===== src/rtl/blaze_frame_transmitter.sv =====
// -----------------------------------------------------------------------------
// blaze_frame_transmitter
//
// Host-side command framer for microblaze_mips_interface. Each accepted command
// is packed into one 32-bit control frame:
//
//   {code[31:26], valid[25], sel[24:16], addr[15:0]}
//
// The receiver reacts to a 0->1 edge on the valid bit. Every command therefore
// gets a valid=1 hold window followed by a valid=0 gap. Between two commands
// the block spends at least one cycle in IDLE with valid=0, so repeated
// identical commands still give the receiver a fresh edge. A REQ_DATA command
// also waits a fixed time after the gap and then captures the reply frame.
//
// Sequence per command (cycle 0 = accept cycle):
//   cycle 1 .. HOLD                 : frame = {code, 1, sel, addr}
//   next GAP_CYCLES cycles          : frame = {code, 0, sel, addr}
//   REQ_DATA only, RSP_WAIT cycles  : frame unchanged, reply sampled on the last
//   afterwards                      : IDLE, ready = 1 (o_rsp_valid pulses in the
//                                     same cycle for REQ_DATA)
//
// Ports
//   i_clock            in   1   clock, every flop uses its rising edge
//   i_reset            in   1   synchronous, active-high reset
//   i_cmd_valid        in   1   command request
//   o_cmd_ready        out  1   high only in IDLE; accept = valid & ready
//   i_cmd_code         in   6   command code
//   i_cmd_sel          in   9   register/memory select field
//   i_cmd_addr         in   16  address field
//   o_frame_to_mips    out  32  registered frame driven to the interface
//   i_frame_from_mips  in   32  reply frame from the interface
//   o_rsp_valid        out  1   one-cycle pulse when a reply has been captured
//   o_rsp_data         out  32  last captured reply, held until the next capture
//   o_cmd_count        out  16  accepted-command count (only with the macro)
//   o_busy             out  1   inverse of o_cmd_ready
//
// Build option
//   BLAZE_TX_CMD_COUNT_EN : when defined, adds o_cmd_count. It counts accepted
//                           commands, wraps from 16'hFFFF to 0, and clears on
//                           reset. When undefined, the port and its counter are
//                           absent and nothing else changes.
// -----------------------------------------------------------------------------
module blaze_frame_transmitter #(
  parameter int NB_CONTROL_FRAME = 32,
  parameter int NB_ADDR_DATA     = 16,
  parameter int NB_CODE          = 6,
  parameter int NB_SEL           = 9,
  parameter int HOLD_CYCLES      = 2,
  parameter int GAP_CYCLES       = 2,
  parameter int RSP_WAIT         = 4
) (
  input  logic                        i_clock,
  input  logic                        i_reset,
  input  logic                        i_cmd_valid,
  output logic                        o_cmd_ready,
  input  logic [NB_CODE-1:0]          i_cmd_code,
  input  logic [NB_SEL-1:0]           i_cmd_sel,
  input  logic [NB_ADDR_DATA-1:0]     i_cmd_addr,
  output logic [NB_CONTROL_FRAME-1:0] o_frame_to_mips,
  input  logic [NB_CONTROL_FRAME-1:0] i_frame_from_mips,
  output logic                        o_rsp_valid,
  output logic [NB_CONTROL_FRAME-1:0] o_rsp_data,
`ifdef BLAZE_TX_CMD_COUNT_EN
  output logic [15:0]                 o_cmd_count,
`endif
  output logic                        o_busy
);

  // ---------------------------------------------------------------------------
  // Constants
  // ---------------------------------------------------------------------------
  typedef enum logic [1:0] {
    ST_IDLE = 2'd0,
    ST_HOLD = 2'd1,
    ST_GAP  = 2'd2,
    ST_WAIT = 2'd3
  } state_t;

  // The valid bit sits directly above the sel and addr fields.
  localparam int VALID_BIT = NB_ADDR_DATA + NB_SEL;

  // One shared phase counter serves HOLD, GAP and WAIT. It is cleared on every
  // state change and never counts past the longest phase, so it cannot wrap.
  localparam int MAX_HG     = (HOLD_CYCLES > GAP_CYCLES) ? HOLD_CYCLES : GAP_CYCLES;
  localparam int MAX_CYCLES = (MAX_HG > RSP_WAIT) ? MAX_HG : RSP_WAIT;
  localparam int CNT_W      = $clog2(MAX_CYCLES + 1);

  localparam logic [CNT_W-1:0] HOLD_LAST = CNT_W'(HOLD_CYCLES - 1);
  localparam logic [CNT_W-1:0] GAP_LAST  = CNT_W'(GAP_CYCLES - 1);
  localparam logic [CNT_W-1:0] WAIT_LAST = CNT_W'(RSP_WAIT - 1);
  localparam logic [CNT_W-1:0] CNT_ONE   = CNT_W'(1);

  // REQ_DATA is the only code with reply handling. START (000001),
  // RESET (000010), SET_MODE (001010), STEP (100000) and any other code are
  // framed identically and return to IDLE after the gap.
  localparam logic [NB_CODE-1:0] CODE_REQ_DATA = NB_CODE'(3);

  // ---------------------------------------------------------------------------
  // State
  // ---------------------------------------------------------------------------
  state_t                        state_q,     state_d;
  logic [CNT_W-1:0]              cnt_q,       cnt_d;
  logic [NB_CONTROL_FRAME-1:0]   frame_q,     frame_d;
  logic                          rsp_valid_q, rsp_valid_d;
  logic [NB_CONTROL_FRAME-1:0]   rsp_data_q,  rsp_data_d;

  logic                          cmd_accept;
  logic                          is_req_data;

  assign o_cmd_ready = (state_q == ST_IDLE);
  assign o_busy      = ~o_cmd_ready;
  assign cmd_accept  = i_cmd_valid & o_cmd_ready;

  // The frame register holds the command fields for the whole command, so the
  // code decides whether a reply phase follows the gap.
  assign is_req_data = (frame_q[NB_CONTROL_FRAME-1 -: NB_CODE] == CODE_REQ_DATA);

  // ---------------------------------------------------------------------------
  // Next-state / next-output logic
  // ---------------------------------------------------------------------------
  // NOTE: every signal gets its default before the case statement. A branch
  // that leaves a signal unassigned then means "hold" or "idle", and no latch
  // is inferred.
  always_comb begin
    state_d     = state_q;
    cnt_d       = cnt_q;
    frame_d     = frame_q;
    rsp_valid_d = 1'b0;
    rsp_data_d  = rsp_data_q;

    unique case (state_q)
      ST_IDLE: begin
        if (cmd_accept) begin
          frame_d = {i_cmd_code, 1'b1, i_cmd_sel, i_cmd_addr};
          cnt_d   = '0;
          state_d = ST_HOLD;
        end
      end

      ST_HOLD: begin
        if (cnt_q == HOLD_LAST) begin
          // Clear only the valid bit. The receiver may still be decoding the
          // other fields.
          frame_d[VALID_BIT] = 1'b0;
          cnt_d              = '0;
          state_d            = ST_GAP;
        end else begin
          cnt_d = cnt_q + CNT_ONE;
        end
      end

      ST_GAP: begin
        if (cnt_q == GAP_LAST) begin
          cnt_d   = '0;
          state_d = is_req_data ? ST_WAIT : ST_IDLE;
        end else begin
          cnt_d = cnt_q + CNT_ONE;
        end
      end

      ST_WAIT: begin
        if (cnt_q == WAIT_LAST) begin
          rsp_data_d  = i_frame_from_mips;
          rsp_valid_d = 1'b1;
          cnt_d       = '0;
          state_d     = ST_IDLE;
        end else begin
          cnt_d = cnt_q + CNT_ONE;
        end
      end

      default: begin
        cnt_d   = '0;
        state_d = ST_IDLE;
      end
    endcase
  end

  // ---------------------------------------------------------------------------
  // Registers
  // ---------------------------------------------------------------------------
  // NOTE: all sequential state uses non-blocking assignments. Every flop then
  // samples the pre-edge values, whatever order the statements are in.
  always_ff @(posedge i_clock) begin
    if (i_reset) begin
      // Reset wins over a same-cycle accept, so that command is dropped.
      state_q     <= ST_IDLE;
      cnt_q       <= '0;
      frame_q     <= '0;
      rsp_valid_q <= 1'b0;
      rsp_data_q  <= '0;
    end else begin
      state_q     <= state_d;
      cnt_q       <= cnt_d;
      frame_q     <= frame_d;
      rsp_valid_q <= rsp_valid_d;
      rsp_data_q  <= rsp_data_d;
    end
  end

  assign o_frame_to_mips = frame_q;
  assign o_rsp_valid     = rsp_valid_q;
  assign o_rsp_data      = rsp_data_q;

`ifdef BLAZE_TX_CMD_COUNT_EN
  // ---------------------------------------------------------------------------
  // Accepted-command counter. It wraps naturally at 16 bits.
  // ---------------------------------------------------------------------------
  logic [15:0] cmd_count_q;

  always_ff @(posedge i_clock) begin
    if (i_reset) begin
      cmd_count_q <= '0;
    end else if (cmd_accept) begin
      cmd_count_q <= cmd_count_q + 16'd1;
    end
  end

  assign o_cmd_count = cmd_count_q;
`endif

endmodule


===== config.mk =====
export PLATFORM = sky130hd
export DESIGN_NAME = blaze_frame_transmitter
export DESIGN_NICKNAME = d
export VERILOG_FILES = /design/src/rtl/blaze_frame_transmitter.sv
export SDC_FILE = /design/constraint.sdc
export NUM_CORES = 1
export LEC_CHECK = 0
export ABC_AREA = 1
export CORE_MARGIN = 3
export CORE_UTILIZATION = 40
export CTS_CLUSTER_SIZE = 20
export DETAILED_ROUTE_END_ITERATION = 10
export GPL_TIMING_DRIVEN = 0
export PLACE_DENSITY_LB_ADDON = 0.15
export SETUP_SLACK_MARGIN = 0.2
export SYNTH_ARGS = -nofsm -noshare
export SYNTH_HDL_FRONTEND = slang
export SYNTH_SLANG_ARGS = --single-unit

===== constraint.sdc =====
create_clock -name i_clock -period 3 [get_ports i_clock]
set_input_delay 0.75 -clock i_clock [delete_from_list [all_inputs] [get_ports i_clock]]
set_output_delay 0.75 -clock i_clock [all_outputs]
set_load 0.005 [all_outputs]

# [Word level (Yosys, flattened, before mapping)]
# Cells that the tools add are included.
# Widths: inputs -> output; s select.
[classes] bitwise_logic=3 add_sub_neg=1 n_mux=14 n_reduce_logical=8 n_eq_ne=10
[op_table] op="$mux 26" count=1
[op_table] op="$mux 2" count=5
[op_table] op="$mux 3" count=3
[op_table] op="$pmux 3 s3" count=1
[op_table] op="$pmux 2 s4" count=1
[op_table] op="$eq 6x2->1 const B" count=1
[op_table] op="$ne 2x2->1 const B" count=3
[op_table] op="$eq 2x2->1 const B" count=2
[op_table] op="$reduce_and 2->1" count=2
[op_table] op="$reduce_and 4->1" count=1
[op_table] op="$reduce_or 2->1" count=2
[op_table] op="$add 3x1->3 const B" count=1
[op_table] op="$eq 3x1->1 const B" count=1
[op_table] op="$eq 3x2->1 const B" count=1
[op_table] op="$reduce_and 3->1" count=1
[op_table] op="$eq 2x1->1 const B" count=1
[op_table] op="$logic_not 2->1" count=1
[op_table] op="$mux 1" count=2
[op_table] op="$ne 2x1->1 const B" count=1
[op_table] op="$not 1->1" count=2
[op_table] op="$pmux 1 s2" count=1
[op_table] op="$reduce_bool 2->1" count=1
[op_table] op="$and 1x1->1" count=1
[totals] elab_cells=42 out_inout_bits=67 in_bits=66 register_bits=70

# [Logic depth before layout (Yosys ltp)]
# Gate-level depths: netlist of run 1.
[depth] depth_word=4 mapped_depth=10 mapped_depth_nobuf=10

# [Worst setup path before layout of run 1]
# OpenSTA, ideal clock, no wires.
[synth_timing] path_kind="reg-to-output" start="reg state_q[0]" end="out o_busy" stages_incl_launch_ff=4 n_path_buf=0 required_ns=2.250 slack_ns=1.437 t_arrival_ns=0.813 path_cell_list="dfxtp_1 -> inv_1 -> ha_1 -> inv_1"
[synth_between] elab_chain_cells=2
[synth_lines] item="start, declared" line_no="101" text="state_t state_q, state_d;"
[synth_lines] item="start signal, assigned" line_no="193" text="state_q <= state_d;"
[synth_lines] item="$logic_not 2->1" line_no="110" text="assign o_cmd_ready = (state_q == ST_IDLE);"
[synth_lines] item="via o_cmd_ready" line_no="55" text="output logic o_cmd_ready,"
[synth_lines] item="$not 1->1" line_no="111" text="assign o_busy = ~o_cmd_ready;"
[synth_lines] item="end, declared" line_no="66" text="output logic o_busy"
# The timed path passes the listed nets, and every way through them passes these cells.

# [Worst setup path in the final report of run 1]
[layout_timing] start="reg state_q[0]" end="out o_busy"
[layout_between] elab_chain_cells=2
[layout_lines] item="$logic_not 2->1" line_no="110"
[layout_lines] item="$not 1->1" line_no="111"
# No other way between the ends.

==> flow_metrics.tcl, run 1 <==
set metrics [dict create \
    die_width_um 87.7 \
    drc 0 \
    cp.required_ns 2.25 \
    diodes 0 \
    clockBufferDepth 2 \
    yosysSeqAreaShare 0.525 \
    yosys-top-cells-area "dfxtp_1 53%, nor2_1 19%, o21ai_0 11%" \
    wl_per_cell_um 12.1 \
    drt_iter0_drc 67 \
    status "finished, final reports clean" \
    gp_congestion 0.749 \
    cts_buffers 9 \
    r2r_setup_slack_ns 1.40 \
    finalSetupViolations 0 \
    hp-class "reg2reg" \
    min_to "o_frame_to_mips[31]" \
    finalHoldViolCount 0 \
    tritoncts "built" \
    worst-setup-path-type "reg2out" \
    post_cts_resized 0 \
    final_cell_mix "133 x nor2_1, 132 x clkdlybuf4s50_1, 70 x dfxtp_1, 61 x o21ai_0, 24 x nand2_1" \
    timing.setup.tns_ns 0 \
    overflow 0 \
    instances_no_fill 575 \
    slew-limit-headroom 0.722 \
    syn-instance-count 351 \
    r2r-start "cnt_q[0]" \
    clock_latency_ns 0.34 \
    path_clk_slew_ns 0.07 \
    clock-sinks 70 \
    total_power_mw 2.75 \
    p_leak_nw 1.69 \
    start_util 0.415 \
    final_common_cell "nor2_1" \
    setup_ws_ns 0.503 \
    synth_top_area_frac 0.525 \
    cts_max_level 3 \
    r2r.worst_path.cells 6 \
    drv_slew 0 \
    reg2reg_to "o_rsp_data[29]" \
    yosysTopAreaCell "dfxtp_1" \
    io_pins 133 \
    grt_max_degree 12 \
    wl_met3_um 714 \
    grt_usage 0.184 \
    dp_hpwl_um 5290 \
    met1_length_um 2950 \
    fmax_mhz 401 \
    period_minus_slack_ns 2.50 \
    maxCapViolCount 0 \
    die_area_um2 7690 \
    irDropWorstVdd_mv 0.435 \
    top_layer "met4" \
    min-delay-start "o_frame_to_mips[31]" \
    antenna_found_initial 0 \
    post-place-cells 560 \
    post_drt_via_cell_ratio 4.60 \
    nets 569 \
    vias 2643 \
    area_growth_pct 60.2 \
    num_rows 29 \
    cp_max_fo 6 \
    cts_root_buffer "clkbuf_8" \
    hold-path-cell-count 2 \
    post_cts_buffers 0 \
    cp.arrival_ns 1.75 \
    worst_slew_pin_slew_ns 0.417 \
    wl_um 6940 \
    synth_cell_types 18 \
    fin_crit_sh 0.832 \
    drive_above_1_share 0.0542 \
    rsz0062_at_grt "no" \
    syn-cell-area_um2 2670 \
    holdBufCountCts 0 \
    fp.dieH_um 87.7 \
    p_per_area_nw_per_um2 643 \
    clock_skew_ns 0.00609 \
    synth_seq_cells 70 \
    synth_nets 426 \
    cp-end-kind "output pin" \
    start_kind "flop" \
    port_buffers 132 \
    dr_wl_met2_um 3170 \
    avgSynthCellArea_um2 7.60 \
    firstDrtPassIters 4 \
    yosys_warnings 0 \
    core-area_um2 6420 \
    grt_pass1_wl_um 11000 \
    grt_pass1_vias 2530 \
    ant_nets 0 \
    pre_cts_ws_ns 0.786 \
]
[power breakdown]
part	internal (mW)	switching (mW)
Clock	0.396	0.338
Combinational	0.468	0.405
Sequential	1.06	0.0775
Total	1.93	0.820
[registers in the layout, indices dropped and copies added, names as in the netlist]
register         flops
state_q              2
o_rsp_data          32
cnt_q                3
o_frame_to_mips     32
o_rsp_valid          1
[final cells by class]
class                           count  area [um^2]
Fill cell                         566         2150
Tap cell                           77         96.3
Clock inverter                      5         50.0
Clock buffer                       10          138
Timing Repair Buffer              132         1320
Buffer                             19          101
Inverter                           19         71.3
Multi-Input combinational cell    243         1090
Sequential cell                    70         1400
[through the flow]
step | util | hold WS [ns] | instance area [um^2]
finish | 0.665 | 0.467 | 4270
global route | 0.665 | 0.501 | 4270
CTS | 0.665 | 0.469 | 4270
detailed placement | 0.636 | 0.461 | 4090
global placement | 0.636 | 0.450 | 4090
floorplan | - | 0.454 | 2670
[per-layer routing]
| metal | global-route usage | vias to the layer above |
|---|---|---|
| met1 | 0.201 | 1142 |
| li1 | - | 1389 |
| met4 | 0.0809 | 0 |
| met5 | 0 | - |
| met2 | 0.305 | 102 |
| met3 | 0.0847 | 10 |
[Yosys cell counts]
cell type and count:
o21ai_0 61, buf_6 3, nand2_1 24, a21oi_1 6
nor2_1 133, o21ai_1 5, nand3b_1 1, inv_2 2
o211ai_1 1, nand3_1 1, nor3_1 1, ha_1 9
inv_1 17, nand2_2 1, clkbuf_2 1, clkbuf_1 10
buf_2 5, dfxtp_1 70
[critical path, stage by stage (launching register included)]
cell,delay [ns]
dfxtp_1,0.38
inv_1,0.11
ha_1,0.29
inv_1,0.12
clkdlybuf4s50_1,0.50
[logic make-up after synthesis]
family	after synthesis	share of synthesized area
flip-flops	70	0.525
AND/OR/NAND/NOR	161	0.230
buffers and inverters	38	0.0647
AO/OA/AOI/OAI	73	0.138
adder cells (fa/ha/maj)	9	0.0422
[worst max path at each step]
stage	start	endpoint	slack (ns)	depth (start not counted)
3_3_place_gp	i_reset	o_rsp_data[12]	0.79	6
5_1_grt	state_q[0]	o_busy	0.39	4
6_report	state_q[0]	o_busy	0.50	4
4_1_cts	state_q[0]	o_busy	0.49	4
2_1_floorplan	state_q[0]	o_busy	1.44	3
3_5_place_dp	i_reset	o_rsp_data[20]	0.79	6
Power figures use the tool's default switching activity.
==> inputs of run 2 (changes only) <==
- clock period: 3 -> 2.6 ns (I/O delays scaled with it)
==> flow_metrics.tcl, run 2 (same netlist as run 1, synthesis figures left out) <==
set metrics [dict create \
    clock_skew_ns 0.00628 \
    p_leak_nw 1.69 \
    drv_slew 0 \
    period_minus_slack_ns 2.28 \
    wl_um 6930 \
    cts_buffers 9 \
    clock_latency_ns 0.34 \
    timing.setup.tns_ns 0 \
    drive_above_1_share 0.0602 \
    start_util 0.415 \
    io_pins 133 \
    tritoncts "built" \
    maxCapViolCount 0 \
    finalHoldViolCount 0 \
    fin_crit_sh 0.877 \
    fp.dieH_um 87.7 \
    cts_max_level 3 \
    antenna_found_initial 0 \
    die_width_um 87.7 \
    grt_max_degree 12 \
    wl_per_cell_um 12.1 \
    drc 0 \
    finalSetupViolations 0 \
    path_cells "inv_1, ha_2, inv_1, clkdlybuf4s50_1" \
    irDropWorstVdd_mv 0.502 \
    die_area_um2 7690 \
    cp_max_fo 6 \
    cp.arrival_ns 1.63 \
    area_growth_pct 60.4 \
    slowest_stage "clkdlybuf4s50_1" \
    path_clk_slew_ns 0.07 \
    slew-limit-headroom 0.730 \
    grt_pass1_wl_um 11100 \
    worst_slew_pin_slew_ns 0.406 \
    postLayoutCoreUtil 0.666 \
    overflow 0 \
    vias 2639 \
    grt_pass1_vias 2532 \
    num_rows 29 \
    cp-end-kind "output pin" \
    firstDrtPassIters 4 \
    final_cell_mix "133 x nor2_1, 132 x clkdlybuf4s50_1, 68 x dfxtp_1, 61 x o21ai_0, 24 x nand2_1" \
    slowest_delay_ns 0.50 \
    final_common_cell "nor2_1" \
    clock-sinks 70 \
    dp_hpwl_um 5290 \
    port_buffers 132 \
    nets 569 \
    start_kind "flop" \
    diodes 0 \
    cp.required_ns 1.95 \
    gp_congestion 0.749 \
    post_cts_buffers 0 \
    post_drt_via_cell_ratio 4.59 \
    worst-setup-path-type "reg2out" \
    clockBufferDepth 2 \
    p_per_area_nw_per_um2 744 \
    hp-class "reg2reg" \
    rsz0062_at_grt "no" \
    fmax_mhz 439 \
    ant_nets 0 \
    status "finished, final reports clean" \
    grt_usage 0.184 \
    drt_iter0_drc 60 \
    core-area_um2 6420 \
    crit_path_frequent_cell "inv_1" \
    cts_root_buffer "clkbuf_8" \
]
-- run 2: cell types whose count changed in the layout (fill, tap and decap cells not counted) --
cell,change
dfxtp_1,-2
dfxtp_2,+2
ha_1,-1
ha_2,+1
-- run 2: layer usage --
layer  track usage  vias to the layer above  share of wire
met2         0.305                       99           0.45
li1              -                     1389              -
met1         0.202                     1140           0.43
met5             0                        -              0
met4        0.0809                        0          0.017
met3        0.0847                       11           0.10
-- run 2: worst paths after layout --
check                            from                   to  slack [ns]  cells after the start
setup / recovery           state_q[0]               o_busy        0.32                      4
hold / removal    o_frame_to_mips[31]  o_frame_to_mips[31]        0.47                      2
setup reg to reg             cnt_q[0]       o_rsp_data[29]        1.01                      6
hold reg to reg   o_frame_to_mips[31]  o_frame_to_mips[31]        0.47                      2
-- run 2: per-stage QoR --
| step | cell area [um^2] | std cells | hold WS [ns] | setup slack (ns) | total power, mW |
|---|---|---|---|---|---|
| after floorplan | 2670 | 351 | 0.454 | 1.14 | 1.83 |
| after global placement | 4090 | 560 | 0.450 | 0.492 | 2.33 |
| after detailed placement | 4090 | 560 | 0.461 | 0.486 | 2.36 |
| after CTS | 4280 | 575 | 0.469 | 0.256 | 3.22 |
| after global routing | 4280 | 575 | 0.501 | 0.226 | 3.40 |
| final | 4280 | 575 | 0.466 | 0.320 | 3.18 |
-- run 2: layout make-up --
class | instances | area [um^2]
clock buffer | 10 | 138
inverter | 19 | 71.3
fill | 566 | 2140
multi-input combinational | 243 | 1100
sequential | 70 | 1400
buffer | 19 | 101
tap | 77 | 96.3
timing repair buffer | 132 | 1320
clock inverter | 5 | 50.0
-- run 2: critical path: cells and delay by family (launching register included) --
family	cells	cell delay, ns
fa+ha+maj	1	0.24
buf+inv	3	0.70
flops	1	0.36
-- run 2: power by group --
part / switching [mW] / internal [mW]
Combinational: 0.467 / 0.544
Clock: 0.392 / 0.457
Sequential: 0.0892 / 1.23
-- run 2: repair_timing --
action / in CTS / in global routing
gates cloned: 0 / 0
pin swaps: 0 / 0
setup endpoints to repair: 1 / 1
hold buffers: 0 / 0
resized for setup: 1 / 2
